### config.mk
export PLATFORM = sky130hd
export DESIGN_NAME = uart_tx_sched
export DESIGN_NICKNAME = d
export VERILOG_FILES = /design/src/rtl/uart_pkg.sv /design/src/rtl/uart_rr_pick.sv /design/src/rtl/uart_tx_sched.sv
export SDC_FILE = /design/constraint.sdc
export NUM_CORES = 1
export LEC_CHECK = 0
export BUFFER_PORTS_ARGS = -buffer_cell sky130_fd_sc_hd__buf_2
export CAP_MARGIN = 10
export CORE_AREA = 2 2 92 50
export DETAILED_ROUTE_END_ITERATION = 10
export DIE_AREA = 0 0 94 52
export PLACE_DENSITY = 0.8
export SLEW_MARGIN = 0
export SYNTH_ARGS = -nofsm -noshare
export SYNTH_HDL_FRONTEND = slang
export SYNTH_HIERARCHICAL = 1
export SYNTH_SLANG_ARGS = --single-unit
### constraint.sdc
create_clock -name clk -period 2.3 [get_ports clk]
set_input_delay 0 -clock clk [delete_from_list [all_inputs] [get_ports clk]]
set_output_delay 0 -clock clk [all_outputs]
set_load 0.02 [all_outputs]
### src/rtl/uart_pkg.sv
// Definitions shared by the UART blocks: the scheduler state encoding, the baud divisor
// derivation and the default timeout multipliers in units of bit periods.
package uart_pkg;

  typedef enum logic [2:0] {
    IDLE      = 3'd0,
    SEND      = 3'd1,
    WAIT_DONE = 3'd2,
    GAP       = 3'd3,
    HOLD      = 3'd4
  } sched_state_t;

  localparam int DONE_TIMEOUT_MULT = 12;
  localparam int HOLD_TIMEOUT_MULT = 16;

  function automatic int calc_clk_div(input int clk_rate, input int baud_rate);
    return clk_rate / baud_rate;
  endfunction

  function automatic int max3(input int a, input int b, input int c);
    int m;
    m = (a > b) ? a : b;
    return (m > c) ? m : c;
  endfunction

endpackage

### src/rtl/uart_rr_pick.sv
// Combinational round-robin picker: returns the first asserted request found by scanning
// upward from the slot after last_grant, wrapping around.
module uart_rr_pick #(
  parameter int N_REQ = 4
) (
  input  logic [N_REQ-1:0]         req_valid,
  input  logic [$clog2(N_REQ)-1:0] last_grant,
  output logic                     any,
  output logic [$clog2(N_REQ)-1:0] idx
);

  localparam int IDX_W = $clog2(N_REQ);

  function automatic logic [IDX_W-1:0] wrap_add(input logic [IDX_W-1:0] base, input int k);
    return IDX_W'((int'(base) + k) % N_REQ);
  endfunction

  // k = N_REQ lands back on last_grant itself, so it is the lowest-priority candidate.
  always_comb begin
    any = 1'b0;
    idx = '0;
    for (int k = 1; k <= N_REQ; k++) begin
      if (!any && req_valid[wrap_add(last_grant, k)]) begin
        any = 1'b1;
        idx = wrap_add(last_grant, k);
      end
    end
  end

endmodule

### src/rtl/uart_tx_sched.sv
// Round-robin scheduler sharing one byte-level UART transmitter among N_REQ requesters,
// locking ownership for whole messages and supervising both the transmitter and the owner.
module uart_tx_sched
  import uart_pkg::*;
#(
  parameter int N_REQ        = 4,
  parameter int clk_rate     = 27000000,
  parameter int baud_rate    = 115200,
  parameter int GAP_CYCLES   = 0,
  parameter int DONE_TIMEOUT = DONE_TIMEOUT_MULT * calc_clk_div(clk_rate, baud_rate),
  parameter int HOLD_TIMEOUT = HOLD_TIMEOUT_MULT * calc_clk_div(clk_rate, baud_rate)
) (
  input  logic                     clk,
  input  logic                     rst,
  input  logic [N_REQ-1:0]         req_valid,
  input  logic [8*N_REQ-1:0]       req_data,
  input  logic [N_REQ-1:0]         req_last,
  output logic [N_REQ-1:0]         req_ready,
  output logic                     tx_start,
  output logic [7:0]               tx_data,
  input  logic                     tx_done,
  output logic [$clog2(N_REQ)-1:0] owner,
  output logic                     busy,
  output logic                     err_timeout,
  output logic                     err_abandon
);

  localparam int IDX_W = $clog2(N_REQ);
  localparam int CNT_W = $clog2(max3(DONE_TIMEOUT, HOLD_TIMEOUT, GAP_CYCLES)) + 1;
  localparam logic [CNT_W-1:0] DONE_LAST = CNT_W'(DONE_TIMEOUT - 1);
  localparam logic [CNT_W-1:0] HOLD_LAST = CNT_W'(HOLD_TIMEOUT - 1);
  localparam logic [CNT_W-1:0] GAP_LAST  = (GAP_CYCLES > 0) ? CNT_W'(GAP_CYCLES - 1) : '0;
  localparam logic [IDX_W-1:0] LAST_INIT = IDX_W'(N_REQ - 1);

  sched_state_t     state, state_n;
  logic             lock, lock_n;
  logic [IDX_W-1:0] last_grant, last_grant_n;
  logic [IDX_W-1:0] owner_n;
  logic [7:0]       tx_data_n;
  logic [CNT_W-1:0] cnt, cnt_n;
  logic             pick_any;
  logic [IDX_W-1:0] pick_idx;
  logic             post_byte;

  uart_rr_pick #(.N_REQ(N_REQ)) u_pick (
    .req_valid  (req_valid),
    .last_grant (last_grant),
    .any        (pick_any),
    .idx        (pick_idx)
  );

  always_ff @(posedge clk) begin
    if (rst) begin
      state      <= IDLE;
      lock       <= 1'b0;
      last_grant <= LAST_INIT;
      owner      <= '0;
      tx_data    <= 8'h00;
      cnt        <= '0;
    end else begin
      state      <= state_n;
      lock       <= lock_n;
      last_grant <= last_grant_n;
      owner      <= owner_n;
      tx_data    <= tx_data_n;
      cnt        <= cnt_n;
    end
  end

  // One counter serves the done, gap and hold timers since only one runs at a time.
  always_comb begin
    state_n      = state;
    lock_n       = lock;
    last_grant_n = last_grant;
    owner_n      = owner;
    tx_data_n    = tx_data;
    cnt_n        = cnt;
    req_ready    = '0;
    tx_start     = 1'b0;
    err_timeout  = 1'b0;
    err_abandon  = 1'b0;
    post_byte    = 1'b0;

    unique case (state)
      IDLE: begin
        if (pick_any) begin
          req_ready[pick_idx] = 1'b1;
          owner_n             = pick_idx;
          tx_data_n           = req_data[{pick_idx, 3'b000} +: 8];
          lock_n              = ~req_last[pick_idx];
          state_n             = SEND;
        end
      end
      SEND: begin
        tx_start = 1'b1;
        cnt_n    = '0;
        state_n  = WAIT_DONE;
      end
      WAIT_DONE: begin
        if (tx_done) begin
          if (GAP_CYCLES > 0) begin
            cnt_n   = '0;
            state_n = GAP;
          end else begin
            post_byte = 1'b1;
          end
        end else if (cnt == DONE_LAST) begin
          err_timeout  = 1'b1;
          lock_n       = 1'b0;
          last_grant_n = owner;
          state_n      = IDLE;
        end else begin
          cnt_n = cnt + CNT_W'(1);
        end
      end
      GAP: begin
        if (cnt == GAP_LAST) post_byte = 1'b1;
        else                 cnt_n = cnt + CNT_W'(1);
      end
      HOLD: begin
        if (req_valid[owner]) begin
          req_ready[owner] = 1'b1;
          tx_data_n        = req_data[{owner, 3'b000} +: 8];
          lock_n           = ~req_last[owner];
          state_n          = SEND;
        end else if (cnt == HOLD_LAST) begin
          err_abandon  = 1'b1;
          lock_n       = 1'b0;
          last_grant_n = owner;
          state_n      = IDLE;
        end else begin
          cnt_n = cnt + CNT_W'(1);
        end
      end
      default: state_n = IDLE;
    endcase

    // Shared exit after a completed byte: keep the owner while its message is open.
    if (post_byte) begin
      cnt_n = '0;
      if (lock) begin
        state_n = HOLD;
      end else begin
        last_grant_n = owner;
        state_n      = IDLE;
      end
    end

    if (rst) begin
      req_ready   = '0;
      tx_start    = 1'b0;
      err_timeout = 1'b0;
      err_abandon = 1'b0;
    end
  end

  assign busy = (state != IDLE);

endmodule
==> run summary, run 1 <==
The flow ran to the end, and the final reports show no timing, DRC or antenna violations. Worst reg2reg path endpoint: lock. The number of different library cells used by synthesis comes to 54.

The tools report the initial antenna violation count as 0. In the final layout, the multi-input gates occupy 0.00131 sq mm. Total setup violations reported at the end of the flow: 0. At the pin with the least slew margin, the transition time is 614 ps. The HPWL after detailed placement came out at 4.30 mm. The critical path data required time is 2500 ps. The tools report the endpoint type of the worst setup path as a flip-flop. Buffers placed on the I/O ports in this run total 60. After synthesis, the cell types taking the most area are sky130_fd_sc_hd__dfxtp_1 (29%), sky130_fd_sc_hd__a21oi_1 (7.2%), sky130_fd_sc_hd__mux2i_1 (5.0%). The synthesized design contains 29 register bits.

The tools report the signal arrival time at the worst endpoint as 2310 ps. Counting every sink on the clock net gives 29. 0 antenna diodes ended up in the layout. Summed over all layers, the global routing overflow is 0.

The region available for standard cell placement spans 0.00415 sq mm. The cell count after synthesis came out at 246. For the maximum number of pins on one net before global-route repair, the log shows 20. Routability-driven placement finished with a final weighted congestion of 0.908. After floorplanning, the core was divided into 17 placement rows. Setup repair after global routing left no endpoint under its margin.

The critical path crosses 8 cells after its start point. The run gives 1822 as the via count of the first global-routing pass. TritonCTS built the clock tree. The startpoint identified for the worst register-to-register timing path is last_grant[1]. Subtracting the final worst setup slack from the clock period gives 2110 ps. The final cycle utilization of the critical path is 0.916.

Once layout is done, the placed cells without fillers occupy 0.00253 sq mm. For the met2 layer usage reported by global route, the log shows 0.302. The most used flip-flop cell after synthesis is sky130_fd_sc_hd__dfxtp_1.

Across the whole layout, storage elements account for 581 sq um. The root buffer cell chosen for the clock tree is sky130_fd_sc_hd__clkbuf_8. Max-cap violations in this run came to 0. The reg-to-reg setup timing slack is 190 ps, and the number of synthesized flops with an enable pin is 0. Startpoint type of the worst setup path: a flip-flop.

The all-layer global routing usage was 0.238. The floorplan step defined a die boundary enclosing 0.00489 sq mm. The share of cells above drive strength 1 is 0.312, and the H-tree depth is 2. The headroom to the max-slew limit was 0.589.

The analysis attributes to cell leakage a power of 1.07 nW. Once detail routing completed, the nets flagged for antenna violations numbered 0. For the global-route met1 utilization, the log shows 0.370.

The accumulated negative setup slack is 0 ps, and the cell depth of the worst flop-to-flop path is 8. Wires add up to 5.49 mm. Met3 layer usage reported by global route: 0.0609. The synthesized area is 0.00201 sq mm, and the worst setup skew after layout is 6.47 ps. The latest clock arrival within the worst-skew pair is 290 ps, and the ratio of total power to cell area is 1030 mW/mm^2. The post-route worst setup slack came out at 193 ps. Grouping stages by cell kind, the critical path spends the most delay in compound AO/OA/AOI/OAI gates. At the placement stage, the worst setup path has a slack of 71.7 ps.

The worst setup path is of the flip-flop to flip-flop kind. After detailed placement, the total cell area comes to 0.00239 sq mm. Synthesis produced a netlist with a net count of 291. At the end of the flow, the number of nets in the layout was 361. After the first detailed-routing iteration, the DRC count stood at 151. Area growth from synthesis to final layout: 26.0%. The post-synthesis average cell area came out at 8.16 sq um. sky130_fd_sc_hd__dfxtp_1 takes more of the synthesized area than any other cell.

The via count came out at 2128. Post-synthesis async set-or-reset flop share: 0. In this run the worst setup path terminates at lock. Counting along the longest clock path gives a buffer depth of 2. The total count of max-transition violations in the final report is 0. The critical path starts at last_grant[1].

The critical path goes through nand2b_1 -> a21oi_2 -> o221ai_2 -> buf_4 -> mux4_2 -> o22ai_1 -> nor2_1 -> a211oi_1. The path class of the tightest hold or removal check is input port to flip-flop. The largest fanout of any net on the critical path came out at 7.

For the total of hold buffers inserted after clock tree synthesis, the log shows 0. The starting density of the core is 0.484, and the die width is 94 um. The first global-routing pass estimated 8.86 mm of wire. Busiest layer in global routing: met1. Hold timing on the final database bottoms out at a slack of 63.2 ps. The wire length per cell after detailed routing was 14.7 um.

Counting the fill cells in the layout gives 368. From bottom edge to top edge, the die measures 52 um. The largest single stage delay on the critical path is 420 ps.

For this design the top-level I/O count stands at 61. The fmax came out at 475 MHz. The post-synthesis sequential area ratio was 0.289; the worst ir drop on vdd was 441 uV.

For the fraction of the core area covered by cells at the end of the flow, the log shows 0.610. The hold violation total from the final report is 0. The cell at the slowest stage of the critical path is sky130_fd_sc_hd__dfxtp_1. The combined buffer and inverter count along the critical path was 1; the via count normalized by instance count was 5.69. The top-area cell type share of the netlist area came out at 0.289.

After detailed routing, the number of remaining DRC violations is 0. After clock tree synthesis, the clock-pin slew on the worst setup and hold paths is 70 ps. TritonCTS created 5 clock buffers. The number of warnings printed during yosys synthesis was 6; the total iterations of the first detailed-routing run was 4.
## synthesized netlist by cell type (3+ instances only)
master                     instances
sky130_fd_sc_hd__a21oi_1          29
sky130_fd_sc_hd__dfxtp_1          29
sky130_fd_sc_hd__nor2_1           19
sky130_fd_sc_hd__nand2_1          15
sky130_fd_sc_hd__or3_1            13
sky130_fd_sc_hd__o21ai_0          12
sky130_fd_sc_hd__a211oi_1         10
sky130_fd_sc_hd__mux2i_1          10
sky130_fd_sc_hd__nand3_1           9
sky130_fd_sc_hd__inv_1             8
sky130_fd_sc_hd__nor3_1            8
sky130_fd_sc_hd__nand2b_1          6
sky130_fd_sc_hd__a22o_1            5
sky130_fd_sc_hd__and2b_1           5
sky130_fd_sc_hd__clkbuf_1          5
sky130_fd_sc_hd__buf_6             4
sky130_fd_sc_hd__nand3b_1          4
sky130_fd_sc_hd__nor2b_1           4
sky130_fd_sc_hd__a22o_2            3
sky130_fd_sc_hd__nand4_1           3
sky130_fd_sc_hd__nor4_1            3
## worst reg2reg max path, cell delays in order, from the launching register on
cell,delay [ps]
sky130_fd_sc_hd__dfxtp_1,420
sky130_fd_sc_hd__nand2b_1,150
sky130_fd_sc_hd__a21oi_2,60
sky130_fd_sc_hd__o221ai_2,300
sky130_fd_sc_hd__buf_4,220
sky130_fd_sc_hd__mux4_2,290
sky130_fd_sc_hd__o22ai_1,270
sky130_fd_sc_hd__nor2_1,70
sky130_fd_sc_hd__a211oi_1,230
## kinds of logic after synthesis
| logic type | share of synthesized area |
|---|---|
| adders and majority gates | 0.0125 |
| buffers and inverters | 0.0642 |
| and+or+nand+nor | 0.299 |
| DFF | 0.289 |
| xor gates and xnor gates | 0.00873 |
| muxes | 0.0904 |
| AOI/OAI and AO/OA | 0.236 |
## state kept, by name, summed over array words and instances, names as in the netlist
signal      flops
cnt            13
last_grant      2
lock            1
owner           2
state           3
tx_data         8
## cell usage in the layout, fill, tap and decap left out, drive strengths merged, types with 7 or more instances in the layout
cell type,instances
clkbuf,7
buf,76
or3,13
a211oi,10
inv,8
nand3,9
nor3,8
a22o,8
dfxtp,29
nand2,15
a21oi,30
mux2i,12
o21ai,14
nor2,20
## layout make-up
class | instances | area share
Sequential cell | 29 | 0.230
Inverter | 8 | 0.0119
Multi-Input combinational cell | 196 | 0.518
Timing Repair Buffer | 76 | 0.166
Clock inverter | 1 | 0.0119
Tap cell | 57 | 0.0282
Clock buffer | 7 | 0.0341
## metal layers
metal	up-vias	routed length, um
met4	0	86
met1	980	2770
met5	-	0
met3	9	428
met2	79	2210
li1	1060	-
## through the flow
stage / instances / total power, mW
after floorplan: 246 / 1.65
after global placement: 365 / 1.97
after detailed placement: 365 / 2.00
after CTS: 373 / 2.57
after global routing: 374 / 2.75
final: 374 / 2.59
## worst min path at each step
| stage | startpoint | end | slack, ps | cells past startpoint |
|---|---|---|---|---|
| floorplan | tx_done | err_timeout | 90 | 1 |
| global placement | tx_done | err_timeout | 300 | 3 |
| detailed placement | tx_done | err_timeout | 300 | 3 |
| CTS | rst | state[2] | 50 | 2 |
| global route | rst | state[2] | 100 | 2 |
| finish | rst | state[2] | 60 | 2 |
## power breakdown
part | switching (mW) | internal, mW
combinational | 0.786 | 0.542
sequential | 0.0768 | 0.624
clock | 0.213 | 0.353
## what timing repair did
action | CTS | global route
endpoints found under the setup margin | 0 | 18
buffers inserted | 0 | 1
resized for setup | 0 | 2
No activity file was read; power rests on OpenSTA's default activity.
==> inputs of run 2 (changes only) <==
ABC_AREA = 1   (was unset)
CORE_AREA = 2 2 106 57   (was 2 2 92 50)
CTS_BUF_LIST = sky130_fd_sc_hd__clkbuf_8 sky130_fd_sc_hd__clkbuf_16   (was unset)
DIE_AREA = 0 0 108 59   (was 0 0 94 52)
PLACE_DENSITY = 0.77   (was 0.8)
==> run 2 against run 1 <==
Clock skew rose by 2.4 ps. Worst hold slack got worse by 52 ps. Wire length rose by 27%. Clock power fell by 20%. Total power rose by 59%. Maximum frequency rose by 0.31%. Worst setup slack improved by 6.5 ps. Critical endpoint is now req_ready[0]. Largest cell class unchanged. Critical path depth rose by 5. Core utilization fell by 2.9 points. Global-route usage fell by 0.73 points. Sequential power rose by 15%.
==> run summary, run 2 <==
The tools report the fmax as 476 MHz (+0.31%). By area the synthesized netlist is led by sky130_fd_sc_hd__dfxtp_1 (22%), sky130_fd_sc_hd__nand2_1 (20%), sky130_fd_sc_hd__nand3_1 (9.1%). The total setup violations reported at the end of the flow is 0 (unchanged).

The tools report the signal arrival time at the worst endpoint as 2100 ps (-210 ps). For the HPWL after detailed placement, the log shows 5.38 mm (+25%). The total of fill cells in the finished design was 554 (+51%). Among the stages of the critical path, the cell type that occurs most often is sky130_fd_sc_hd__nor2_1. Number of synthesized register bits: 29 (unchanged). The library cells used most frequently in the layout, excluding fill and tap cells, are sky130_fd_sc_hd__nand2_1 (143), sky130_fd_sc_hd__buf_2 (60), sky130_fd_sc_hd__inv_1 (50). For the global-route wire length before repair, the log shows 11.8 mm (+33%). The logs give 0 (unchanged) for the number of nets still failing antenna checks after routing and 556 (+54%) for the number of nets in the layout.

The startpoint of the worst-slack reg-to-reg timing path was last_grant[0]. The run gives 6 (unchanged) as the number of warnings printed during yosys synthesis. The logs give 0.00637 sq mm (+30%) for the full die area and 290 ps (about the same) for the latest clock arrival within the worst-skew pair. STA classifies the critical path endpoint as a primary output. For the final routed DRC violation total, the log shows 0 (unchanged). In the final layout, the registers with the most flip-flops are cnt: 13 flops, tx_data: 8 flops, state: 3 flops. For the net count after synthesis, the log shows 500 (+72%). The ratio of total power to cell area was 1330 mW/mm^2 (+29%). The critical path data required time is 2300 ps (-200 ps), and the count of max-cap constraint violations is 0 (unchanged).

The die width was 108 um (+15%). H-tree depth: 2 (unchanged). The fraction of the core area covered by cells at the end of the flow is 0.581 (-0.0286), and the reg-to-reg setup timing slack is 280 ps (+90 ps). The cell depth of the worst flop-to-flop path was 13 (+5).

Clock tree synthesis selected as its root buffer the cell sky130_fd_sc_hd__clkbuf_8. The wire length per cell after detailed routing came out at 11.9 um (-19%). The most used flip-flop cell after synthesis is sky130_fd_sc_hd__dfxtp_1. The headroom to the max-slew limit was 0.581 (-0.00794); the post-synthesis async set-or-reset flop share was 0 (unchanged).

The area growth from synthesis to final layout is 15.9%, and the share of cells above drive strength 1 is 0.250 (-0.0623). Total CTS buffers: 5 (unchanged). STA classifies the critical path startpoint as a flip-flop. The worst ir drop on vdd was 764 uV (+73%). The combined buffer and inverter count along the critical path was 3 (+2). For this design, the slowest cell found on the critical path is sky130_fd_sc_hd__dfxtp_4. The tools report the worst setup skew after layout as 8.92 ps (+2.45 ps). The synthesized area is 0.00268 sq mm (+34%). The startpoint of the most critical setup path was last_grant[0]. The run gives 17 (-15%) as the maximum number of pins on one net before global-route repair. The run gives 129 (-15%) as the initial detailed-routing violation count. Leading cell type by number of instances after synthesis: sky130_fd_sc_hd__nand2_1. Initial antenna violation count: 0 (unchanged). The tools report the total power as 4.13 mW (+59%). For the total count of max-transition violations in the final report, the log shows 0 (unchanged).

Traced cell by cell, the critical path runs through inv_6 -> nand2_1 -> nand2_2 -> nand2_4 -> nand2_4 -> nor2_1 -> a21oi_1 -> nand3_1 -> buf_4 -> nor2_1 -> a22oi_1 -> nor2_1 -> buf_2. The detailed-route wire length is 6.99 mm (+27%). For the static leakage power, the log shows 1.53 nW (+43%).

sky130_fd_sc_hd__dfxtp_1 takes more of the synthesized area than any other cell. In this run the worst setup path terminates at req_ready[0]. The accumulated negative setup slack came out at 0 ps (unchanged). The run gives 61 (unchanged) as the total I/O pin count. The run finished with clean final reports.

For the aggregate global routing overflow, the log shows 0 (unchanged). The post-synthesis average cell area came out at 5.89 sq um (-28%). The worst hold path belongs to the class input port to flip-flop. The final cycle utilization of the critical path works out to 0.913 (-0.00283).

The number of logic stages on the critical path including buffering was 13 (+5). The critical path is of the flip-flop to primary output type. The run gives 0.926 (+2.0%) as the placer's final routability congestion estimate. The number of port buffers is 60 (unchanged). The via count is 3000 (+41%). For the number of rows created at floorplan, the log shows 19 (+2).

The total of hold buffers inserted after clock tree synthesis was 0 (unchanged). Starting density of the core: 0.501 (+0.0174). The number of flip-flops under the largest register name was 13 (unchanged).

The via count normalized by instance count was 5.13 (-9.9%); the number of diodes was 0 (unchanged). The most common cell after layout, fill and taps aside is sky130_fd_sc_hd__nand2_1. The die extent in y was 59 um (+13%).

Core box area: 0.00535 sq mm (+29%). The run gives 2 (unchanged) as the clock tree buffer depth. The top-area cell type share of the netlist area came out at 0.217 (-0.0728). For the all-layer global routing usage, the log shows 0.230 (-0.00728). Total iterations of the first detailed-routing run: 4 (unchanged). The post-synthesis sequential area ratio came out at 0.217 (-0.0728). Setup repair after global routing left no endpoint under its margin. The run gives 0.00300 sq mm (+25%) as the cell area after placement. Among cell families on the critical path, the largest total delay comes from simple AND/OR/NAND/NOR gates.

The run gives 29 (unchanged) as the number of clock sinks seen by CTS. Slew at the pin closest to its max-slew limit: 629 ps (+15.2 ps). The post-CTS setup buffer count is 0 (unchanged), and the count of mapped cells out of synthesis is 455 (+85%). The number of synthesized flops with an enable pin was 0 (unchanged); the via count of the first global-routing pass was 2696 (+48%). The delay contributed by the slowest stage of the critical path was 390 ps (-30 ps); the CTS clock-pin slew for the worst setup and hold paths was 70 ps (about the same).

Ranked by flip-flop count, first place goes to cnt. The largest fanout of any net on the critical path came out at 9 (+2). TritonCTS built the clock tree. The tools report the worst reg2reg path endpoint as tx_data[3]. The hold violation total from the final report is 0 (unchanged), and the finished layout cell area is 0.00311 sq mm (+23%). Minimum clock period after layout: 2100 ps (-6.50 ps).

Ranked by instance count, the synthesized netlist is headed by sky130_fd_sc_hd__nand2_1 (143), sky130_fd_sc_hd__inv_1 (50), sky130_fd_sc_hd__nand3_1 (49). Number of different library cells in the post-synthesis netlist: 36 (-33%).
-- run 2: logic make-up after synthesis --
logic type / after synthesis / share of synthesized area
AO/OA/AOI/OAI: 60 / 0.140
XOR/XNOR: 2 / 0.00653
adder cells (fa/ha/maj): 2 / 0.00933
buffers and inverters: 75 / 0.126
flip-flops: 29 / 0.217
AND/OR/NAND/NOR: 287 / 0.502
-- run 2: worst min-delay path by stage --
stage / from / to / depth (start not counted)
after floorplan: tx_done / err_timeout / 1
after global placement: req_data[27] / tx_data[3] / 3
final: req_data[27] / tx_data[3] / 3
after global routing: req_data[27] / tx_data[3] / 3
after CTS: req_data[27] / tx_data[3] / 3
after detailed placement: req_data[27] / tx_data[3] / 3
-- run 2: power by group --
group          internal, mW  total [mW]  switching, mW  leakage [nW]
Clock                 0.242       0.454          0.212        0.0512
Combinational         0.963        2.87           1.90          1.24
Sequential            0.645       0.808          0.162         0.237
Total                  1.85        4.13           2.28          1.53
-- run 2: tightest hold or removal path: cells and delay by family --
| family | cells | cell delay (ps) |
|---|---|---|
| AOI/OAI and AO/OA | 2 | 180 |
| buffers and inverters | 1 | 80 |
-- run 2: final cells by class --
class,instances,area (sq um),share of cell area
clock buffers,6,82.6,0.0266
clock inverters,2,13.8,0.00443
inverters,59,226,0.0729
multi-input cells,351,1770,0.570
flip-flops and latches,29,586,0.188
well taps,73,91.3,0.0294
repair buffers,65,338,0.109
-- run 2: timing repair --
| item | in CTS | in global routing |
|---|---|---|
| resized for setup | 1 | 3 |
| endpoints found under the setup margin | 1 | 13 |
| endpoints found under the hold margin | 0 | 0 |
-- run 2: metrics by stage --
step                std cells  worst slack, ps  hold slack [ps]
floorplan                 455              327             89.5
global placement          577              148              292
detailed placement        577             94.4              304
CTS                       585             81.0             2.32
global route              585             14.9             19.6
finish                    585              200             11.1
-- run 2: layer usage --
metal  global-route usage  up-vias  wire (um)
li1                     -     1573          -
met1                0.317     1351       3500
met2                0.380       68       3130
met3               0.0341        8        294
met4               0.0714        0         64
met5                    0        -          0
